File: src/rtl/reg_wr_arbiter_if.sv
// Writeback bus shared between the two requesters and the register-file write port.
// master = requester/consumer side, slave = the arbiter itself.
interface reg_wr_arbiter_if #(
    parameter int D_WIDTH       = 32,
    parameter int ADDRESS_WIDTH = 5
);
    logic                     req0_valid;
    logic [ADDRESS_WIDTH-1:0] req0_addr;
    logic [D_WIDTH-1:0]       req0_data;
    logic                     req0_ready;

    logic                     req1_valid;
    logic [ADDRESS_WIDTH-1:0] req1_addr;
    logic [D_WIDTH-1:0]       req1_data;
    logic                     req1_ready;

    logic                     wr_en;
    logic [ADDRESS_WIDTH-1:0] a3;
    logic [D_WIDTH-1:0]       din;
    logic                     clr_busy;
    logic                     grant_id;

    modport master (
        output req0_valid, req0_addr, req0_data,
        output req1_valid, req1_addr, req1_data,
        input  req0_ready, req1_ready,
        input  wr_en, a3, din, clr_busy, grant_id
    );

    modport slave (
        input  req0_valid, req0_addr, req0_data,
        input  req1_valid, req1_addr, req1_data,
        output req0_ready, req1_ready,
        output wr_en, a3, din, clr_busy, grant_id
    );
endinterface

File: src/rtl/reg_wr_arbiter.sv
// Clears x1..x(2**ADDRESS_WIDTH-1) after reset, then arbitrates two writeback requesters
// onto the register-file write port. Define REGWR_RR_EN for round-robin instead of req0 priority.
module reg_wr_arbiter #(
    parameter int D_WIDTH       = 32,
    parameter int ADDRESS_WIDTH = 5
) (
    input  logic            clk,
    input  logic            rst_n,
    reg_wr_arbiter_if.slave bus
);
    localparam logic [ADDRESS_WIDTH-1:0] FIRST_ADDR = ADDRESS_WIDTH'(1);
    localparam logic [ADDRESS_WIDTH-1:0] LAST_ADDR  = '1;

    typedef enum logic {
        CLEAR,
        RUN
    } state_t;

    state_t                   state;
    state_t                   state_next;
    logic [ADDRESS_WIDTH-1:0] count;
    logic [ADDRESS_WIDTH-1:0] count_next;

    logic                     wr_en_q;
    logic                     wr_en_next;
    logic [ADDRESS_WIDTH-1:0] a3_q;
    logic [ADDRESS_WIDTH-1:0] a3_next;
    logic [D_WIDTH-1:0]       din_q;
    logic [D_WIDTH-1:0]       din_next;
    logic                     grant_q;
    logic                     grant_next;
    logic                     clr_busy_q;
    logic                     clr_busy_next;

    logic                     grant_valid;
    logic                     grant_sel;
    logic [ADDRESS_WIDTH-1:0] grant_addr;
    logic [D_WIDTH-1:0]       grant_data;

`ifdef REGWR_RR_EN
    logic last_grant;
    logic last_grant_next;
`endif

    // Pick at most one requester; only meaningful once the sweep has handed over to RUN.
    always_comb begin
        grant_valid = 1'b0;
        grant_sel   = 1'b0;
        if (state == RUN) begin
            if (bus.req0_valid && bus.req1_valid) begin
                grant_valid = 1'b1;
`ifdef REGWR_RR_EN
                grant_sel   = ~last_grant;
`else
                grant_sel   = 1'b0;
`endif
            end else if (bus.req0_valid) begin
                grant_valid = 1'b1;
                grant_sel   = 1'b0;
            end else if (bus.req1_valid) begin
                grant_valid = 1'b1;
                grant_sel   = 1'b1;
            end
        end
    end

    assign grant_addr = grant_sel ? bus.req1_addr : bus.req0_addr;
    assign grant_data = grant_sel ? bus.req1_data : bus.req0_data;

    assign bus.req0_ready = grant_valid && !grant_sel;
    assign bus.req1_ready = grant_valid &&  grant_sel;

    always_comb begin
        state_next    = state;
        count_next    = count;
        wr_en_next    = 1'b0;
        a3_next       = a3_q;
        din_next      = din_q;
        grant_next    = 1'b0;
        clr_busy_next = clr_busy_q;
`ifdef REGWR_RR_EN
        last_grant_next = last_grant;
`endif
        unique case (state)
            CLEAR: begin
                // The sweep is over once the last address has been driven; a3 still holds it.
                if (wr_en_q && (a3_q == LAST_ADDR)) begin
                    state_next    = RUN;
                    clr_busy_next = 1'b0;
                end else begin
                    wr_en_next    = 1'b1;
                    a3_next       = count;
                    din_next      = '0;
                    clr_busy_next = 1'b1;
                    if (count != LAST_ADDR) begin
                        count_next = count + ADDRESS_WIDTH'(1);
                    end
                end
            end
            RUN: begin
                clr_busy_next = 1'b0;
                if (grant_valid) begin
`ifdef REGWR_RR_EN
                    last_grant_next = grant_sel;
`endif
                    // x0 is hardwired; the request is consumed but produces no write.
                    if (grant_addr != '0) begin
                        wr_en_next = 1'b1;
                        a3_next    = grant_addr;
                        din_next   = grant_data;
                        grant_next = grant_sel;
                    end
                end
            end
            default: begin
                state_next = CLEAR;
            end
        endcase
    end

    always_ff @(posedge clk or negedge rst_n) begin
        if (!rst_n) begin
            state      <= CLEAR;
            count      <= FIRST_ADDR;
            wr_en_q    <= 1'b0;
            a3_q       <= '0;
            din_q      <= '0;
            grant_q    <= 1'b0;
            clr_busy_q <= 1'b1;
        end else begin
            state      <= state_next;
            count      <= count_next;
            wr_en_q    <= wr_en_next;
            a3_q       <= a3_next;
            din_q      <= din_next;
            grant_q    <= grant_next;
            clr_busy_q <= clr_busy_next;
        end
    end

`ifdef REGWR_RR_EN
    // Reset value 1 makes req0 the winner of the first contention.
    always_ff @(posedge clk or negedge rst_n) begin
        if (!rst_n) begin
            last_grant <= 1'b1;
        end else begin
            last_grant <= last_grant_next;
        end
    end
`endif

    assign bus.wr_en    = wr_en_q;
    assign bus.a3       = a3_q;
    assign bus.din      = din_q;
    assign bus.grant_id = grant_q;
    assign bus.clr_busy = clr_busy_q;

    a_one_ready: assert property (@(posedge clk) disable iff (!rst_n)
        !(bus.req0_ready && bus.req1_ready));
    a_no_ready_in_sweep: assert property (@(posedge clk) disable iff (!rst_n)
        bus.clr_busy |-> !(bus.req0_ready || bus.req1_ready));
    a_no_x0_write: assert property (@(posedge clk) disable iff (!rst_n)
        bus.wr_en |-> (bus.a3 != '0));
endmodule

File: src/flat_wrapper.sv
// flat-port wrapper written by rule: the top's interface ports become plain ports
module reg_wr_arbiter_flat 
#(
    parameter int D_WIDTH       = 32,
    parameter int ADDRESS_WIDTH = 5
)
  (clk, rst_n, bus_req0_valid, bus_req0_addr, bus_req0_data, bus_req1_valid, bus_req1_addr, bus_req1_data, bus_req0_ready, bus_req1_ready, bus_wr_en, bus_a3, bus_din, bus_clr_busy, bus_grant_id);
  reg_wr_arbiter_if #(.D_WIDTH(D_WIDTH), .ADDRESS_WIDTH(ADDRESS_WIDTH)) bus_i ();
  input  logic clk;
  input  logic rst_n;
  input wire logic [$bits(bus_i.req0_valid)-1:0] bus_req0_valid;
  input wire logic [$bits(bus_i.req0_addr)-1:0] bus_req0_addr;
  input wire logic [$bits(bus_i.req0_data)-1:0] bus_req0_data;
  input wire logic [$bits(bus_i.req1_valid)-1:0] bus_req1_valid;
  input wire logic [$bits(bus_i.req1_addr)-1:0] bus_req1_addr;
  input wire logic [$bits(bus_i.req1_data)-1:0] bus_req1_data;
  output wire logic [$bits(bus_i.req0_ready)-1:0] bus_req0_ready;
  output wire logic [$bits(bus_i.req1_ready)-1:0] bus_req1_ready;
  output wire logic [$bits(bus_i.wr_en)-1:0] bus_wr_en;
  output wire logic [$bits(bus_i.a3)-1:0] bus_a3;
  output wire logic [$bits(bus_i.din)-1:0] bus_din;
  output wire logic [$bits(bus_i.clr_busy)-1:0] bus_clr_busy;
  output wire logic [$bits(bus_i.grant_id)-1:0] bus_grant_id;
  assign bus_i.req0_valid = bus_req0_valid;
  assign bus_i.req0_addr = bus_req0_addr;
  assign bus_i.req0_data = bus_req0_data;
  assign bus_i.req1_valid = bus_req1_valid;
  assign bus_i.req1_addr = bus_req1_addr;
  assign bus_i.req1_data = bus_req1_data;
  assign bus_req0_ready = bus_i.req0_ready;
  assign bus_req1_ready = bus_i.req1_ready;
  assign bus_wr_en = bus_i.wr_en;
  assign bus_a3 = bus_i.a3;
  assign bus_din = bus_i.din;
  assign bus_clr_busy = bus_i.clr_busy;
  assign bus_grant_id = bus_i.grant_id;
  reg_wr_arbiter #(.D_WIDTH(D_WIDTH), .ADDRESS_WIDTH(ADDRESS_WIDTH)) u_core (.clk(clk), .rst_n(rst_n), .bus(bus_i));
endmodule
File: config.mk
export PLATFORM = sky130hd
export DESIGN_NAME = reg_wr_arbiter_flat
export DESIGN_NICKNAME = d
export VERILOG_FILES = /design/src/rtl/reg_wr_arbiter_if.sv /design/src/rtl/reg_wr_arbiter.sv /design/src/flat_wrapper.sv
export SDC_FILE = /design/constraint.sdc
export NUM_CORES = 1
export LEC_CHECK = 0
export CAP_MARGIN = 20
export CORE_MARGIN = 10
export CORE_UTILIZATION = 43
export DETAILED_ROUTE_END_ITERATION = 12
export PLACE_DENSITY = 0.86
export SLEW_MARGIN = 20
export SYNTH_ARGS = -nofsm -noshare
export SYNTH_HDL_FRONTEND = slang
export SYNTH_SLANG_ARGS = --single-unit
File: constraint.sdc
create_clock -name clk -period 2.65 [get_ports clk]
set_clock_uncertainty 0.05 [all_clocks]
set_input_delay 0.3975 -clock clk [delete_from_list [all_inputs] [get_ports clk]]
set_output_delay 0.3975 -clock clk [all_outputs]
set_load 0.1 [all_outputs]
* Word level (Yosys, flattened, before mapping)
Cells that the tools add are included.
** Storage, ports and cells
- Word-level logic and storage cells :: 50
- Bits in registers :: 46
** Cells by class
- Reductions and logical operators :: 8
- Bitwise gates (word level) :: 2
- Equality and inequality tests :: 5
- Multiplexer cells :: 27
- $add $sub $neg :: 1
** Operators with widths (number)
- 32-bit 2-to-1 mux :: 4
- 32-bit case mux with 2 select lines :: 1
- 5-bit 2-to-1 mux :: 4
- 1-bit 2-to-1 mux :: 15
- 5-bit case mux with 2 select lines :: 1
- 2-bit != test (second input constant) :: 3
- 3-bit AND reduction :: 2
- 5-bit by 1-bit adder with 5-bit output (second input constant) :: 1
- 5-bit equality test (second input constant) :: 1
- 5-bit != test (second input constant) :: 1
- 5-bit nonzero test :: 1
- 1-bit logical AND :: 4
- 1-bit case mux with 2 select lines :: 2
- 1-bit NOT :: 2
- 1-bit logical NOT :: 1

* Longest topological paths before layout
Gate-level depths: netlist of run 1.
- Word-level depth :: 9
- Depth in mapped cells :: 7

* Worst setup path after synthesis of run 1
OpenSTA, ideal clock, no wires.
- Path kind :: register -> register
- From :: register u_core.a3_q[1] (netlist: u_core.bus.a3[1])
- To :: register u_core.din_q[10] (netlist: u_core.bus.din[10])
- Setup slack :: 0.438 ns
- Buffers on the path :: 1
- Stages on the path, launching flop included :: 6
- Library setup time :: 0.075 ns
- Arrival time :: 2.087 ns
- Data required time :: 2.525 ns
- Cells stage by stage :: dfrtp_1 nand2_1 or3_1 o32ai_4 buf_6 o2bb2ai_2
** Between the ends
- Cells in the longest elaborated chain, start to end :: 4
** RTL lines
- start, declared :: RTL line reg_wr_arbiter.sv:26 : logic [ADDRESS_WIDTH-1:0] a3_q;
- start signal, assigned :: RTL line reg_wr_arbiter.sv:134 : a3_q <= a3_next;
- 5-bit equality test :: RTL line reg_wr_arbiter.sv:87 : if (wr_en_q && (a3_q == LAST_ADDR)) begin
- 1-bit logical AND :: RTL line reg_wr_arbiter.sv:87
- 2-bit != test (no source line)
- 3-bit AND reduction (no source line)
- end signal, assigned :: RTL line reg_wr_arbiter.sv:135 : din_q <= din_next;
- end, declared :: RTL line reg_wr_arbiter.sv:28 : logic [D_WIDTH-1:0] din_q;
No other way between the ends.
A chain may end at the register's enable or synchronous reset.

* Final worst setup path of run 1
- From :: input port bus_req0_addr[3]
- To :: register u_core.din_q[30] (netlist: u_core.bus.din[30])
** Between the ends
- Cells in the longest elaborated chain, start to end :: 4
** RTL lines
- start, declared :: RTL line flat_wrapper.sv:12 : input wire logic [$bits(bus_i.req0_addr)-1:0] bus_req0_addr;
- 5-bit 2-to-1 mux :: RTL line reg_wr_arbiter.sv:67 : assign grant_addr = grant_sel ? bus.req1_addr : bus.req0_addr;
- 5-bit nonzero test :: RTL line reg_wr_arbiter.sv:107 : if (grant_addr != '0) begin
- 2-bit != test (no source line)
- 3-bit AND reduction (no source line)
No other way between the ends.

==> results by group, run 1 <==
Setup path
  • Crit. End Element: flop
  • Crit path required time: roughly 2.8 ns
  • CP Buf/Inv Count: 2
  • Crit path DAT: 2.37 ns
  • Crit path max-delay family: simple AND/OR/NAND/NOR gates
  • CP Max Fanout: 14
  • Slowest cell on crit path: or4_1
  • Crit path largest cell delay: 0.58 ns
  • Worst Setup Start Kind: input pin
  • Crit-path cells: clkdlybuf4s50_1, or4_1, and2_1, o32ai_4, buf_4, o2bb2ai_1
  • Critical path class: input pin to flop

STA
  • Final setup fails: 0
  • Count of final hold-check violations: 0
  • RSZ-0062 raised after global routing: false
  • Slew @ Worst Pin: roughly 0.58 ns
  • Setup TNS: 0 ns
  • Slew Limit Fails: 0
  • WHS: 0.0378 ns
  • Final period utilization: 83.1%
  • Post-route worst setup slack: 0.447 ns
  • Fmax: around 450 MHz
  • Slew headroom: 61.4%
  • Minimum clock period: 2.20 ns

Synth
  • Sequential area share after synthesis: approximately half
  • Number of synthesis warnings: 0
  • Most frequent cells after synthesis: dfrtp_1 (44), mux2i_1 (36), o2bb2ai_1 (22)
  • Post-synth cell types: 34
  • Yosys top cell by area: dfrtp_1
  • Synth top area share: 47.1%
  • Synth top area cells: dfrtp_1 (47%), mux2i_1 (15%), o2bb2ai_1 (8.2%)
  • Syn avg cell area: 12.7 sq um
  • Synthesized cell area: 2340 sq um
  • Async S/R FF share, synth: 100%
  • FF+latch count, synth: 46
  • Post-synth EDFFs: 0
  • Post-Syn Instances: 184
  • Syn_nets: 264
  • Dominant synthesized flop cell: dfrtp_1
  • Top-count cell post-synth: dfrtp_1

Placed design
  • PortBufs: 119
  • Placed inst area: 3530 sq um
  • Dpl hpwl: 5720 um
  • Placement Setup Slack: 0.140 ns
  • Placed cells: 369
  • Gpl congestion: between 0.9 and 1

Pwr
  • Pwr Density: between 600 and 700 nW/um^2
  • Total power draw: 2.27 mW
  • Switch Pwr: 1.00 mW
  • Share of power burned in registers: 36.2%
  • Internal: 1.27 mW
  • Max VDD drop: 0.000405 V
  • Clk pwr share: 19.5%
  • Leakage power: 1.65 nW
  • Sw Share: 44.1%
  • Combinational power share: 44.3%

Layout
  • Layout cell share with drive strength beyond 1: roughly 25%
  • Design area: 3620 sq um
  • Finished Layout Cells: 377
  • Post-layout net count: about 390
  • # diodes: 0
  • Area delta synth->final: 54.9%
  • Core Util, Final: 69.6%

Drt
  • Wire per inst: approximately 19 um
  • TritonRoute pass-1 iters: 4
  • Antenna-violating nets left: 0
  • Via/cell ratio: 5.26
  • Total routed wirelength: 7200 um
  • Initial drt markers: 74
  • Detailed-route via count: between 1500 and 2000
  • DRC: 0

Die
  • I/O pin total: 120
  • Die Ht: roughly 94 um
  • # rows: 26
  • Core area: 5200 sq um
  • Initial Util: approximately 45%
  • Die area: 8790 sq um
  • Die Width: 93.7 um

Clock network
  • CTS tree: done
  • Reg clk slew, reported paths: 0.09 ns
  • Post-CTS Resized: 0
  • Setup bufs post-CTS: 0
  • Hold_buf cts: 0
  • Clock buffer depth: 2
  • Num CTS Buffers: 5
  • Clock sink count: 46
  • H-tree Lvls: 2
  • Clk root buf: clkbuf_8
  • Clock Latency Late Sink: 0.30 ns

Flow run
  • Total of max-cap violations: 0

GRT
  • Overall Global Routing Usage: between 15 and 20%
  • Grt total ovfl: 0
  • Largest net degree at the start of global routing: 47
  • Initial antenna violation count: 0
  • First-pass GRT wire length: 11600 um
  • Vias in the first global route: roughly 2200

Min path
  • HP Class: input pin to async pin

Status
  • Run status: finished, final reports clean
==> cells by family after synthesis <==
kind of cell	after synthesis	synth area share [%]
AO/OA/AOI/OAI	47	21.2
adder cells (fa/ha/maj)	2	1.07
XOR/XNOR	3	1.12
flip-flops	46	49.3
AND/OR/NAND/NOR	29	6.53
buffers and inverters	19	4.33
multiplexers	38	16.4
==> layer usage <==
metal  vias up  routed length (um)  global-route usage [%]
met2        91                3510                    27.0
li1        939                   -                       -
met3         4                 608                    6.00
met4         0                  25                    2.91
met5         -                   0                       0
met1       949                3060                    20.0
==> cell usage in the layout, fill, tap and decap left out, drive strengths merged, types with 2 or more instances in the layout <==
master	count
ha	2
clkbuf	7
and2	2
o21ai	2
o32ai	4
xnor2	2
a211oi	4
dfrtp	44
o2bb2ai	32
nor3	4
mux2	2
or4	4
buf	50
nor2	6
mux2i	36
nand2	8
clkdlybuf4s50	76
inv	8
dfstp	2
==> worst reg2reg max path: stages, from the launching register on <==
cell	delay [ns]
dfrtp_1	0.42
ha_1	0.21
and3_1	0.15
ha_1	0.20
inv_1	0.05
o311a_1	0.27
mux2_2	0.37
==> worst paths after layout <==
path / endpoint / slack [ns] / cells past startpoint / startpoint
max in group asynchronous: u_core.bus.din[31]$_DFFE_PN0P_ / 2.11 / 1 / rst_n
hold / removal: u_core.count[2]$_DFFE_PN0P_ / 0.04 / 1 / rst_n
setup reg to reg: u_core.count[4]$_DFFE_PN0P_ / 0.81 / 6 / u_core.count[1]$_DFFE_PN0P_
min in group clk: u_core.bus.din[27]$_DFFE_PN0P_ / 0.44 / 1 / u_core.bus.din[27]$_DFFE_PN0P_
hold reg to reg: u_core.bus.din[27]$_DFFE_PN0P_ / 0.44 / 1 / u_core.bus.din[27]$_DFFE_PN0P_
setup / recovery: u_core.bus.din[30]$_DFFE_PN0P_ / 0.45 / 6 / bus_req0_addr[3]
==> registers in the layout, indices dropped and copies added, names as in the netlist <==
name	cells
u_core.count	5
u_core.bus.wr_en	1
u_core.state	1
u_core.bus.din	32
u_core.bus.clr_busy	1
u_core.bus.grant_id	1
u_core.bus.a3	5
==> final cells by class <==
type                       instances  area (sq um)
clock buffer                       7          86.3
clock inverter                     1          5.00
fill                             394          1580
inverter                           8          30.0
multi-input combinational        119          1090
sequential                        46          1150
tap                               70          87.6
timing repair buffer             126          1170
==> power by group through the flow <==
stage          Sequential (mW)  Clock (mW)  Combinational (mW)
3_3_place_gp             0.833           0                1.00
4_1_cts                  0.822       0.455                1.01
3_5_place_dp             0.834           0                1.01
2_1_floorplan             1.36           0               0.169
6_report                 0.822       0.442                1.01
5_1_grt                  0.833       0.484                1.05
(Power assumes the default switching activity.)
==> run 2: changes to the inputs <==
Settings changed: CORE_UTILIZATION 43 to 40, PLACE_DENSITY 0.86 to 0.81.
Clock period 2.65 ns to 2.16 ns, I/O delays scaled along.
==> results by group, run 2 (same netlist as run 1, synthesis figures left out) <==
Placed design
  • Gpl congestion: 0.854
  • Placed inst area: 3650 sq um
  • Dpl hpwl: 5820 um
  • PortBufs: 119

Setup path
  • Crit-path cells: clkdlybuf4s50_1, or4_1, and2_2, o32ai_4, buf_12, o2bb2ai_1
  • CP Buf/Inv Count: 2
  • WP depth: 6
  • Crit path largest cell delay: 0.56 ns
  • CP Max Fanout: 18
  • Slowest cell on crit path: or4_1
  • Crit. End Element: flop
  • Crit path required time: 2.32 ns
  • Crit path DAT: 2.25 ns
  • Worst Setup Start Kind: input pin
  • Critical path class: input pin to flop
  • R2R depth: 6
  • Crit path max-delay family: simple AND/OR/NAND/NOR gates

STA
  • Final period utilization: 96.9%
  • Final setup fails: 0
  • Count of final hold-check violations: 0
  • RSZ-0062 raised after global routing: false
  • Slew @ Worst Pin: ~0.53 ns
  • Slew Limit Fails: 0
  • Slew headroom: ~64%
  • WHS: around 0.44 ns
  • Minimum clock period: 2.09 ns
  • Fmax: approximately 480 MHz

Die
  • I/O pin total: 120
  • Die area: 9300 sq um
  • Core area: about 5600 sq um
  • Initial Util: 42.0%
  • Die Ht: 96.5 um
  • # rows: 27
  • Die Width: roughly 96 um

Drt
  • Initial drt markers: 69
  • Wire per inst: between 15 and 20 um
  • DRC: 0
  • Detailed-route via count: 1989
  • Via/cell ratio: roughly 5.1
  • Total routed wirelength: just over 7000 um
  • Antenna-violating nets left: 0
  • TritonRoute pass-1 iters: 4

Clock network
  • Reg clk slew, reported paths: 0.08 ns
  • Num CTS Buffers: 5
  • CTS tree: done
  • Clock buffer depth: 2
  • Clock sink count: 46
  • Clk root buf: clkbuf_8
  • Clock Latency Late Sink: 0.29 ns
  • H-tree Lvls: 2
  • Setup bufs post-CTS: 0

Layout
  • Layout cell share with drive strength beyond 1: 29.1%
  • Most frequent cells in the layout: clkdlybuf4s50_1 (76), buf_4 (55), dfrtp_1 (41)
  • Post-layout net count: 399
  • Largest register FFs: 32
  • # diodes: 0
  • Area delta synth->final: 60.5%
  • Most common cell after layout, fill and taps aside: clkdlybuf4s50_1
  • Design area: around 3800 sq um

Pwr
  • Pwr Density: 739 nW/um^2
  • Total power draw: around 2.8 mW
  • Max VDD drop: 0.000364 V
  • Leakage power: 1.72 nW

GRT
  • Vias in the first global route: 2104
  • Largest net degree at the start of global routing: 26
  • Initial antenna violation count: 0
  • First-pass GRT wire length: 11100 um
  • Grt total ovfl: 0
  • Overall Global Routing Usage: between 10% and 20%

Min path
  • HP Class: flop to flop
  • Worst Hold Depth: 1

Status
  • Run status: finished, final reports clean

Flow run
  • Total of max-cap violations: 0
==> run 2: changes by cell type in the layout (fill, tap and decap cells not counted) <==
cell,delta
buf_4,+8
and2_1,-2
clkinv_4,+1
clkbuf_8,-1
dfrtp_1,-3
buf_2,+1
dfrtp_2,+3
and2_2,+2
buf_6,+1
dlygate4sd3_1,+1
buf_12,+2
==> run 2: worst paths after layout <==
path | startpoint | endpoint | slack [ns]
worst max-delay path | bus_req0_addr[3] | u_core.bus.din[29]$_DFFE_PN0P_ | 0.07
worst min-delay path | u_core.bus.din[0]$_DFFE_PN0P_ | u_core.bus.din[0]$_DFFE_PN0P_ | 0.44
worst max register to register | u_core.count[1]$_DFFE_PN0P_ | u_core.count[4]$_DFFE_PN0P_ | 0.34
worst min register to register | u_core.bus.din[0]$_DFFE_PN0P_ | u_core.bus.din[0]$_DFFE_PN0P_ | 0.44
max in group asynchronous | rst_n | u_core.count[0]$_DFFE_PN1P_ | 0.98
min in group asynchronous | rst_n | u_core.bus.a3[3]$_DFFE_PN0P_ | 0.50
==> run 2: final cells by class <==
class / instances / area [sq um]
fillers: 440 / 1820
repair buffers: 139 / 1300
flip-flops and latches: 46 / 1160
multi-input cells: 119 / 1090
well taps: 72 / 90.1
clock buffers: 6 / 72.6
inverters: 8 / 30.0
clock inverters: 2 / 13.8
==> run 2: through the flow <==
stage               TNS, ns  setup slack [ns]  util, %  std cells
floorplan                 0            0.0108        -        184
finish                    0            0.0664     67.3        392
CTS                       0            0.0512     67.2        392
global route              0           0.00269     67.3        392
global placement      -6.43            -0.207     65.5        383
detailed placement    -7.70            -0.258     65.5        383
==> run 2: metal layers <==
layer | wire (um) | vias to the layer above | share of wire (%) | global-route usage, %
met5 | 0 | - | 0 | 0
met4 | 57 | 0 | 0.81 | 3.39
met2 | 3320 | 78 | 47 | 23.6
met3 | 741 | 6 | 10 | 5.86
met1 | 2940 | 937 | 42 | 18.6
li1 | - | 968 | - | -
==> run 2: what timing repair did <==
action,CTS,global route
hold buffers,1,0
resized for setup,0,2
hold endpoints to repair,20,0
setup endpoints to repair,0,3
==> run 2: report_power, final <==
part           switching (mW)  internal [mW]  leakage [nW]  total, mW
sequential             0.0608          0.950         0.526       1.01
clock                   0.277          0.229        0.0452      0.505
combinational           0.886          0.369          1.14       1.26
==> run 3: changes to the inputs <==
Settings changed: PLACE_DENSITY 0.81 to 0.91.
==> results by group, run 3 (same netlist as run 1, synthesis figures left out) <==
Status
  • Run status: finished, final reports clean

Die
  • I/O pin total: 120
  • Initial Util: about two fifths
  • Die Width: 96.5 um
  • # rows: 27
  • Core area: 5570 sq um
  • Die Ht: 96.5 um
  • Die area: 9300 sq um

Setup path
  • Crit path required time: 2.33 ns
  • R2R depth: 6
  • Worst Setup Start Kind: input pin
  • Crit. End Element: flop
  • Crit. Startpoint: bus_req0_addr[3]
  • Worst r2r src: u_core.count[1]$_DFFE_PN0P_
  • Critical path class: input pin to flop
  • CP Max Fanout: 8
  • Crit path DAT: around 2.3 ns

STA
  • Final period utilization: between 90% and 100%
  • Slew @ Worst Pin: around 0.53 ns
  • Count of final hold-check violations: 0
  • Minimum clock period: 2.12 ns
  • Post-route worst setup slack: 0.0373 ns
  • Final setup fails: 0
  • Slew headroom: between 60% and 70%
  • Fmax: 471 MHz
  • Slew Limit Fails: 0

Clock network
  • CTS tree: done
  • H-tree Lvls: 2
  • Reg clk slew, reported paths: 0.09 ns
  • Clock buffer depth: 2
  • Clk root buf: clkbuf_8
  • Clock Latency Late Sink: 0.29 ns
  • Clock sink count: 46
  • Num CTS Buffers: 5

Layout
  • Area delta synth->final: 61.6%
  • Register area: 1160 sq um
  • Finished Layout Cells: around 400
  • Largest register FFs: 32
  • Most common cell after layout, fill and taps aside: clkdlybuf4s50_1
  • Layout cell share with drive strength beyond 1: 29.9%
  • Post-layout net count: 403
  • Most frequent cells in the layout: clkdlybuf4s50_1 (76), buf_4 (60), dfrtp_1 (41)
  • Design area: 3780 sq um
  • # diodes: 0
  • Area of the multi-input gates: between 1000 and 1500 sq um
  • # fillers: 461
  • Core Util, Final: approximately two thirds

Placed design
  • Placed inst area: 3620 sq um
  • PortBufs: 119
  • Placement Setup Slack: -0.284 ns
  • Dpl hpwl: 6150 um
  • Placed cells: roughly 380
  • Gpl congestion: 0.831

Drt
  • Detailed-route via count: ~2000
  • Antenna-violating nets left: 0
  • Total routed wirelength: 7620 um
  • Wire per inst: 19.2 um
  • Initial drt markers: 64
  • DRC: 0
  • TritonRoute pass-1 iters: 4
  • Via/cell ratio: 5.15

Flow run
  • Total of max-cap violations: 0

GRT
  • First-pass GRT wire length: 11800 um
  • Overall Global Routing Usage: 15.9%
  • Largest net degree at the start of global routing: 27
  • Vias in the first global route: 2314
  • Initial antenna violation count: 0
  • Grt total ovfl: 0

Min path
  • HP Class: input pin to async pin

Pwr
  • Pwr Density: 747 nW/um^2
  • Total power draw: 2.82 mW
  • Max VDD drop: approximately 0.00039 V
  • Leakage power: about 1.7 nW
run 3: cell count changes in the layout (fill, tap and decap cells not counted), sizes merged:
cell    previous run  this run
clkbuf             6         8
buf               62        65
clkinv             2         1
run 3: what timing repair did:
action	4_1_cts	5_1_grt
hold buffers	1	0
endpoints found under the hold margin	18	0
gates resized for setup	0	6
setup buffers	0	2
endpoints found under the setup margin	0	31
run 3: power breakdown:
part	internal [mW]	leakage, nW	switching (mW)	total (mW)
Clock	0.259	0.0482	0.286	0.544
Combinational	0.374	1.16	0.894	1.27
Sequential	0.950	0.526	0.0628	1.01
run 3: worst max-delay path, stage by stage:
cell and delay, ns:
clkdlybuf4s50_1 0.43, or4_1 0.58, and2_4 0.22, o32ai_4 0.28, buf_4 0.18, clkbuf_16 0.15, o2bb2ai_1 0.11
run 3: final cells by class:
cell class	count	share of cell area, %
clock buffer	7	2.28
clock inverter	1	0.132
inverter	8	0.794
multi-input combinational	119	28.8
sequential	46	30.6
tap	72	2.38
timing repair buffer	143	35.0
run 3: per-stage QoR:
| step | hold WS, ns | setup TNS [ns] |
|---|---|---|
| 2_1_floorplan | -0.0216 | 0 |
| 4_1_cts | 0.448 | 0 |
| 5_1_grt | 0.460 | -0.157 |
| 6_report | 0.445 | 0 |
| 3_3_place_gp | 0.248 | -5.82 |
| 3_5_place_dp | 0.248 | -8.72 |
run 3: final timing paths:
check,to,slack (ns)
worst max-delay path,u_core.bus.din[25]$_DFFE_PN0P_,0.04
worst min-delay path,u_core.bus.din[14]$_DFFE_PN0P_,0.45
worst max register to register,u_core.count[1]$_DFFE_PN0P_,0.28
worst min register to register,u_core.bus.din[28]$_DFFE_PN0P_,0.45
max in group asynchronous,u_core.bus.din[24]$_DFFE_PN0P_,0.89
min in group clk,u_core.bus.din[28]$_DFFE_PN0P_,0.45
run 3: layer usage:
layer,wire length (um),vias to the layer above,global-route usage (%)
li1,-,976,-
met1,3220,979,18.9
met2,3690,78,26.9
met3,648,6,5.71
met4,60,0,3.27
met5,0,-,0
